[src/rtl/pattern_scan_pkg.sv]
// Shared types and default constants for the serial pattern scan controller.
package pattern_scan_pkg;

    typedef enum logic [1:0] {
        IDLE   = 2'd0,
        SHIFT  = 2'd1,
        REPORT = 2'd2
    } scan_state_e;

    localparam int         PAT_W_DEF   = 4;
    localparam logic [3:0] PATTERN_DEF = 4'b1001;
    localparam int         CNT_W_DEF   = 8;

endpackage

[src/rtl/pattern_window_match.sv]
// Sliding PAT_W-bit window over the serial stream; flags a match once the window is full.
module pattern_window_match #(
    parameter int PAT_W = 4
) (
    input  logic             clock,
    input  logic             reset,
    input  logic             clear,
    input  logic             shift_en,
    input  logic             bit_in,
    input  logic [PAT_W-1:0] pattern,
    output logic             match_next,
    output logic             match_pulse
);

    localparam int SEEN_W = $clog2(PAT_W + 1);

    logic [PAT_W-1:0]  window;
    logic [PAT_W-1:0]  window_next;
    logic [SEEN_W-1:0] bits_seen;

    assign window_next = {window[PAT_W-2:0], bit_in};

    // Qualify with bits_seen so a zero-filled window never matches a pattern like 0001.
    assign match_next = shift_en
                     && ((32'(bits_seen) + 32'd1) >= 32'(PAT_W))
                     && (window_next == pattern);

    always_ff @(posedge clock) begin
        if (reset || clear) begin
            window    <= '0;
            bits_seen <= '0;
        end else if (shift_en) begin
            window <= window_next;
            if (bits_seen != SEEN_W'(PAT_W)) begin
                bits_seen <= bits_seen + 1'b1;
            end
        end
    end

    always_ff @(posedge clock) begin
        if (reset) begin
            match_pulse <= 1'b0;
        end else begin
            match_pulse <= match_next;
        end
    end

endmodule

[src/rtl/pattern_scan_ctrl.sv]
// Frame controller: serializes words MSB-first, counts overlapping pattern matches per frame.
// Define PATTERN_SCAN_RUNTIME_PAT_EN to take the pattern from cfg_pattern at frame start.
module pattern_scan_ctrl
    import pattern_scan_pkg::*;
#(
    parameter int               DATA_W  = 8,
    parameter int               PAT_W   = PAT_W_DEF,
    parameter logic [PAT_W-1:0] PATTERN = PATTERN_DEF,
    parameter int               CNT_W   = CNT_W_DEF
) (
`ifdef PATTERN_SCAN_RUNTIME_PAT_EN
    input  logic [PAT_W-1:0]  cfg_pattern,
`endif
    input  logic              clock,
    input  logic              reset,
    input  logic              in_valid,
    output logic              in_ready,
    input  logic [DATA_W-1:0] in_data,
    input  logic              in_last,
    output logic              bit_out,
    output logic              match_pulse,
    output logic              done_valid,
    input  logic              done_ready,
    output logic [CNT_W-1:0]  done_count,
    output scan_state_e       state_dbg
);

    localparam int IDX_W = (DATA_W > 1) ? $clog2(DATA_W) : 1;

    scan_state_e       state;
    logic [DATA_W-1:0] shreg;
    logic [IDX_W-1:0]  idx;
    logic              last_q;
    logic [CNT_W-1:0]  count;
    logic [CNT_W-1:0]  count_next;
    logic              match_next;
    logic              win_clear;
    logic [PAT_W-1:0]  pat_cur;

`ifdef PATTERN_SCAN_RUNTIME_PAT_EN
    logic [PAT_W-1:0] pat_reg;
    logic             frame_active;

    always_ff @(posedge clock) begin
        if (reset) begin
            pat_reg      <= PATTERN;
            frame_active <= 1'b0;
        end else if (state == IDLE && in_valid && in_ready) begin
            if (!frame_active) begin
                pat_reg <= cfg_pattern;
            end
            frame_active <= 1'b1;
        end else if (done_valid && done_ready) begin
            frame_active <= 1'b0;
        end
    end

    assign pat_cur = pat_reg;
`else
    assign pat_cur = PATTERN;
`endif

    assign state_dbg  = state;
    assign win_clear  = done_valid && done_ready;
    assign count_next = (match_next && (count != '1)) ? count + 1'b1 : count;

    pattern_window_match #(.PAT_W(PAT_W)) u_window (
        .clock       (clock),
        .reset       (reset),
        .clear       (win_clear),
        .shift_en    (state == SHIFT),
        .bit_in      (bit_out),
        .pattern     (pat_cur),
        .match_next  (match_next),
        .match_pulse (match_pulse)
    );

    // bit_out is the bit being scanned this cycle; shreg holds the bits still to come.
    always_ff @(posedge clock) begin
        if (reset) begin
            state      <= IDLE;
            in_ready   <= 1'b1;
            bit_out    <= 1'b0;
            done_valid <= 1'b0;
            done_count <= '0;
            count      <= '0;
            shreg      <= '0;
            idx        <= '0;
            last_q     <= 1'b0;
        end else begin
            case (state)
                IDLE: begin
                    if (in_valid && in_ready) begin
                        bit_out  <= in_data[DATA_W-1];
                        shreg    <= {in_data[DATA_W-2:0], 1'b0};
                        last_q   <= in_last;
                        idx      <= IDX_W'(DATA_W - 1);
                        in_ready <= 1'b0;
                        state    <= SHIFT;
                    end
                end
                SHIFT: begin
                    count <= count_next;
                    if (idx == '0) begin
                        bit_out <= 1'b0;
                        if (last_q) begin
                            done_valid <= 1'b1;
                            done_count <= count_next;
                            state      <= REPORT;
                        end else begin
                            in_ready <= 1'b1;
                            state    <= IDLE;
                        end
                    end else begin
                        idx     <= idx - 1'b1;
                        bit_out <= shreg[DATA_W-1];
                        shreg   <= {shreg[DATA_W-2:0], 1'b0};
                    end
                end
                REPORT: begin
                    if (done_ready) begin
                        done_valid <= 1'b0;
                        count      <= '0;
                        in_ready   <= 1'b1;
                        state      <= IDLE;
                    end
                end
                default: begin
                    state    <= IDLE;
                    in_ready <= 1'b1;
                end
            endcase
        end
    end

endmodule
[config.mk]
export PLATFORM = sky130hd
export DESIGN_NAME = pattern_scan_ctrl
export DESIGN_NICKNAME = d
export VERILOG_FILES = /design/src/rtl/pattern_scan_pkg.sv /design/src/rtl/pattern_window_match.sv /design/src/rtl/pattern_scan_ctrl.sv
export SDC_FILE = /design/constraint.sdc
export NUM_CORES = 1
export LEC_CHECK = 0
export ABC_CLOCK_PERIOD_IN_PS = 3850
export CORE_MARGIN = 4
export CORE_UTILIZATION = 55
export DETAILED_ROUTE_END_ITERATION = 16
export PLACE_DENSITY_LB_ADDON = 0.3
export RECOVER_POWER = 100
export SLEW_MARGIN = 20
export SYNTH_ARGS = -nofsm -noshare
export SYNTH_HDL_FRONTEND = slang
export SYNTH_SLANG_ARGS = --single-unit
[constraint.sdc]
create_clock -name clock -period 3.85 [get_ports clock]
set_input_delay 0.385 -clock clock [delete_from_list [all_inputs] [get_ports clock]]
set_output_delay 0.385 -clock clock [all_outputs]
set_load 0.02 [all_outputs]
==> metrics.cfg <==
[die]
ios=27
die_height_um=66.1
fp.coreArea_um2=3130
rows=20
initial_utilization=0.593
dieWidth_um=66.1
die-area_um2=4370

[power_and_ir_drop]
netSwitchingPower_uw=223
power.internal_uw=687
ir_drop_mv=0.418
p_per_area_nw_per_um2=410
p_leak_uw=0.000791
pwr-share-comb=0.144
seqPwrFrac=0.489
switching_share=0.245
clkPwrFrac=0.367

[min_path]
min_from=shreg[5]$_SDFFE_PP0P_
hold_class=register to register

[placement]
dpl_cell_area_um2=2130
portBuffers=26
gp_congestion=0.896
dp_hpwl_mm=2.90

[timing]
tightest_slew_ns=0.768
period_needed_ns=2.93
min_period_over_period=0.760
final.setup.tns_ns=0
finalMaxSlewViolations=0
rsz0062_at_grt=false
setup-violations-final=0
slew_headroom=0.484
finClkSkew_ns=0.0129
fmax_ghz=0.342
hold_violations=0

[logic_synthesis]
ys_seq_area_frac=0.421
syn_inst=224
syn_nets=242
async_flop_share=0
yosysUniqueCellTypes=46
synth_edf_count=0
yosysWarningCount=0
synth_area_per_cell_um2=8.28
yosys_most_used_dff=dfxtp_1
synth_seq_cells=39
netlist_area_um2=1860

[layout]
regArea_um2=781
diodes=0
fill_cells=250
fin_nets=263
synthToLayoutAreaGrowth_pct=19.7
drive_gt1_frac=0.0407
multiInputGateArea_um2=986
postLayoutCoreUtil=0.710
fin_area_um2=2220

[critical_path]
cp-start-kind=register
timing.rr.start=state_dbg[1]$_SDFFE_PP0P_
arrival_ns=3.18
crit_type=register to register
path_max_fanout=18
crit_path_end_kind=register
cp_data_required_time_ns=4.11
startpoint=state_dbg[1]$_SDFFE_PP0P_

[drt]
antenna_left=0
vias_per_cell=5.83
wire_per_inst_um=14.0
drc_errors=0
vias=1690
drt_first_pass_iters=4
first_iter_violations=121
wl_mm=4.05

[outcome]
outcome=completed

[global_route]
grt_overflow=0
grt_max_degree=31
grt_pass1_wl_mm=7.04
gr-usage-all-layers=0.204
antenna_found_initial=0
grt_pass1_vias=1544

[clocking]
htree_levels=2
clock_tree.root_cell=clkbuf_4
clk_path_buf_depth=2
clk_latency_ns=0.35
hold_buffers=0
cts.repair.resized=0
cts.sinks=39
path_clk_slew_ns=0.12
cts_made_buffers=5
cts_tree=done
post_cts_buffers=0

[run]
maxCapViolCount=0

## final timing paths
check                                     to  slack (ns)  depth (start not counted)
setup / recovery  done_count[7]$_SDFFE_PP0P_        0.92                          6
hold / removal         shreg[6]$_SDFFE_PP0P_        0.48                          2
setup reg to reg  done_count[7]$_SDFFE_PP0P_        0.92                          6
hold reg to reg        shreg[6]$_SDFFE_PP0P_        0.48                          2
## per-stage QoR
step | total power (µW) | hold WS [ns] | std cells | setup WS, ns
after floorplan | 547 | 0.436 | 224 | 1.72
after global placement | 585 | 0.452 | 282 | 1.52
after detailed placement | 590 | 0.464 | 282 | 1.43
after CTS | 921 | 0.483 | 290 | 1.40
after global routing | 952 | 0.509 | 290 | 0.662
final | 910 | 0.480 | 290 | 0.924
## sequential cells by signal, summed over array words and instances (netlist names)
| name | flops |
|---|---|
| done_valid | 1 |
| u_window.match_pulse | 1 |
| state_dbg | 2 |
| shreg | 7 |
| done_count | 8 |
| count | 8 |
| last_q | 1 |
| in_ready | 1 |
| idx | 3 |
| bit_out | 1 |
| u_window.bits_seen | 3 |
| u_window.window | 3 |
## synthesized netlist by cell type (2+ instances only)
cell | instances | area (µm²)
dfxtp_1 | 39 | 781
nor2_1 | 30 | 113
nand2_1 | 29 | 109
a21oi_1 | 10 | 50.1
a311oi_1 | 10 | 87.6
clkbuf_1 | 10 | 37.5
a31oi_1 | 9 | 56.3
nor3_1 | 7 | 35.0
a211oi_1 | 6 | 45.0
inv_1 | 6 | 22.5
ha_1 | 5 | 62.6
o21ai_0 | 5 | 25.0
o31ai_1 | 5 | 37.5
mux2i_1 | 4 | 40.0
nand3_1 | 4 | 20.0
or3_1 | 4 | 25.0
a41oi_1 | 3 | 26.3
nand3b_1 | 3 | 22.5
nor2b_1 | 3 | 18.8
and2_1 | 2 | 12.5
and3_1 | 2 | 12.5
buf_1 | 2 | 7.51
or4_1 | 2 | 15.0
xnor2_1 | 2 | 17.5
## layout by cell type (no fill, tap or decap), drive strengths merged, types with 2 or more instances in the layout
master / synthesis / final
a31oi: 9 / 9
o21ai: 6 / 6
nor2: 30 / 30
dfxtp: 39 / 39
a311oi: 10 / 10
nand2: 29 / 29
inv: 6 / 6
clkbuf: 11 / 8
nor3: 7 / 7
mux2i: 4 / 4
or3: 4 / 4
a21oi: 10 / 10
a41oi: 3 / 3
or4: 2 / 2
nor2b: 3 / 3
bufinv: 0 / 2
nand3: 4 / 4
clkdlybuf4s50: 0 / 12
and2: 2 / 2
dlygate4sd3: 0 / 14
a211oi: 6 / 6
xnor2: 2 / 2
nand3b: 3 / 3
ha: 5 / 5
and3: 2 / 2
o31ai: 5 / 5
## cell type report
cell class                      count  area share
Clock buffer                        6      0.0186
Clock inverter                      2      0.0270
Inverter                            6      0.0101
Multi-Input combinational cell    164       0.444
Sequential cell                    39       0.352
Tap cell                           44      0.0248
Timing Repair Buffer               29       0.124
## critical path, stage by stage (launching register included)
cell	delay, ns
dfxtp_1	0.39
and2b_1	0.21
clkbuf_1	0.59
o21ai_2	0.19
or3_1	0.63
or4_1	0.55
a311oi_1	0.29
## power by group through the flow
stage	clock network [µW]	registers [µW]	logic (µW)
after floorplan	0	457	90.1
after global placement	0	453	132
after detailed placement	0	454	136
after CTS	340	445	136
after global routing	355	449	149
final	334	445	131
## metal layers
metal  track usage  routed length (µm)  vias up
li1              -                   -      860
met1         0.270                2010      780
met2         0.316                1780       42
met3        0.0459                 197        8
met4        0.0863                  65        0
met5             0                   0        -
## kinds of logic (layout without fill, tap and decap cells)
logic type / after synthesis / after routing / share of synthesized area
AO/OA/AOI/OAI: 57 / 57 / 0.214
XOR/XNOR: 3 / 3 / 0.0142
adder cells (fa/ha/maj): 5 / 5 / 0.0337
buffers and inverters: 21 / 43 / 0.0479
flip-flops: 39 / 39 / 0.421
multiplexers: 4 / 4 / 0.0216
AND/OR/NAND/NOR: 95 / 95 / 0.247
(Power assumes the default switching activity.)
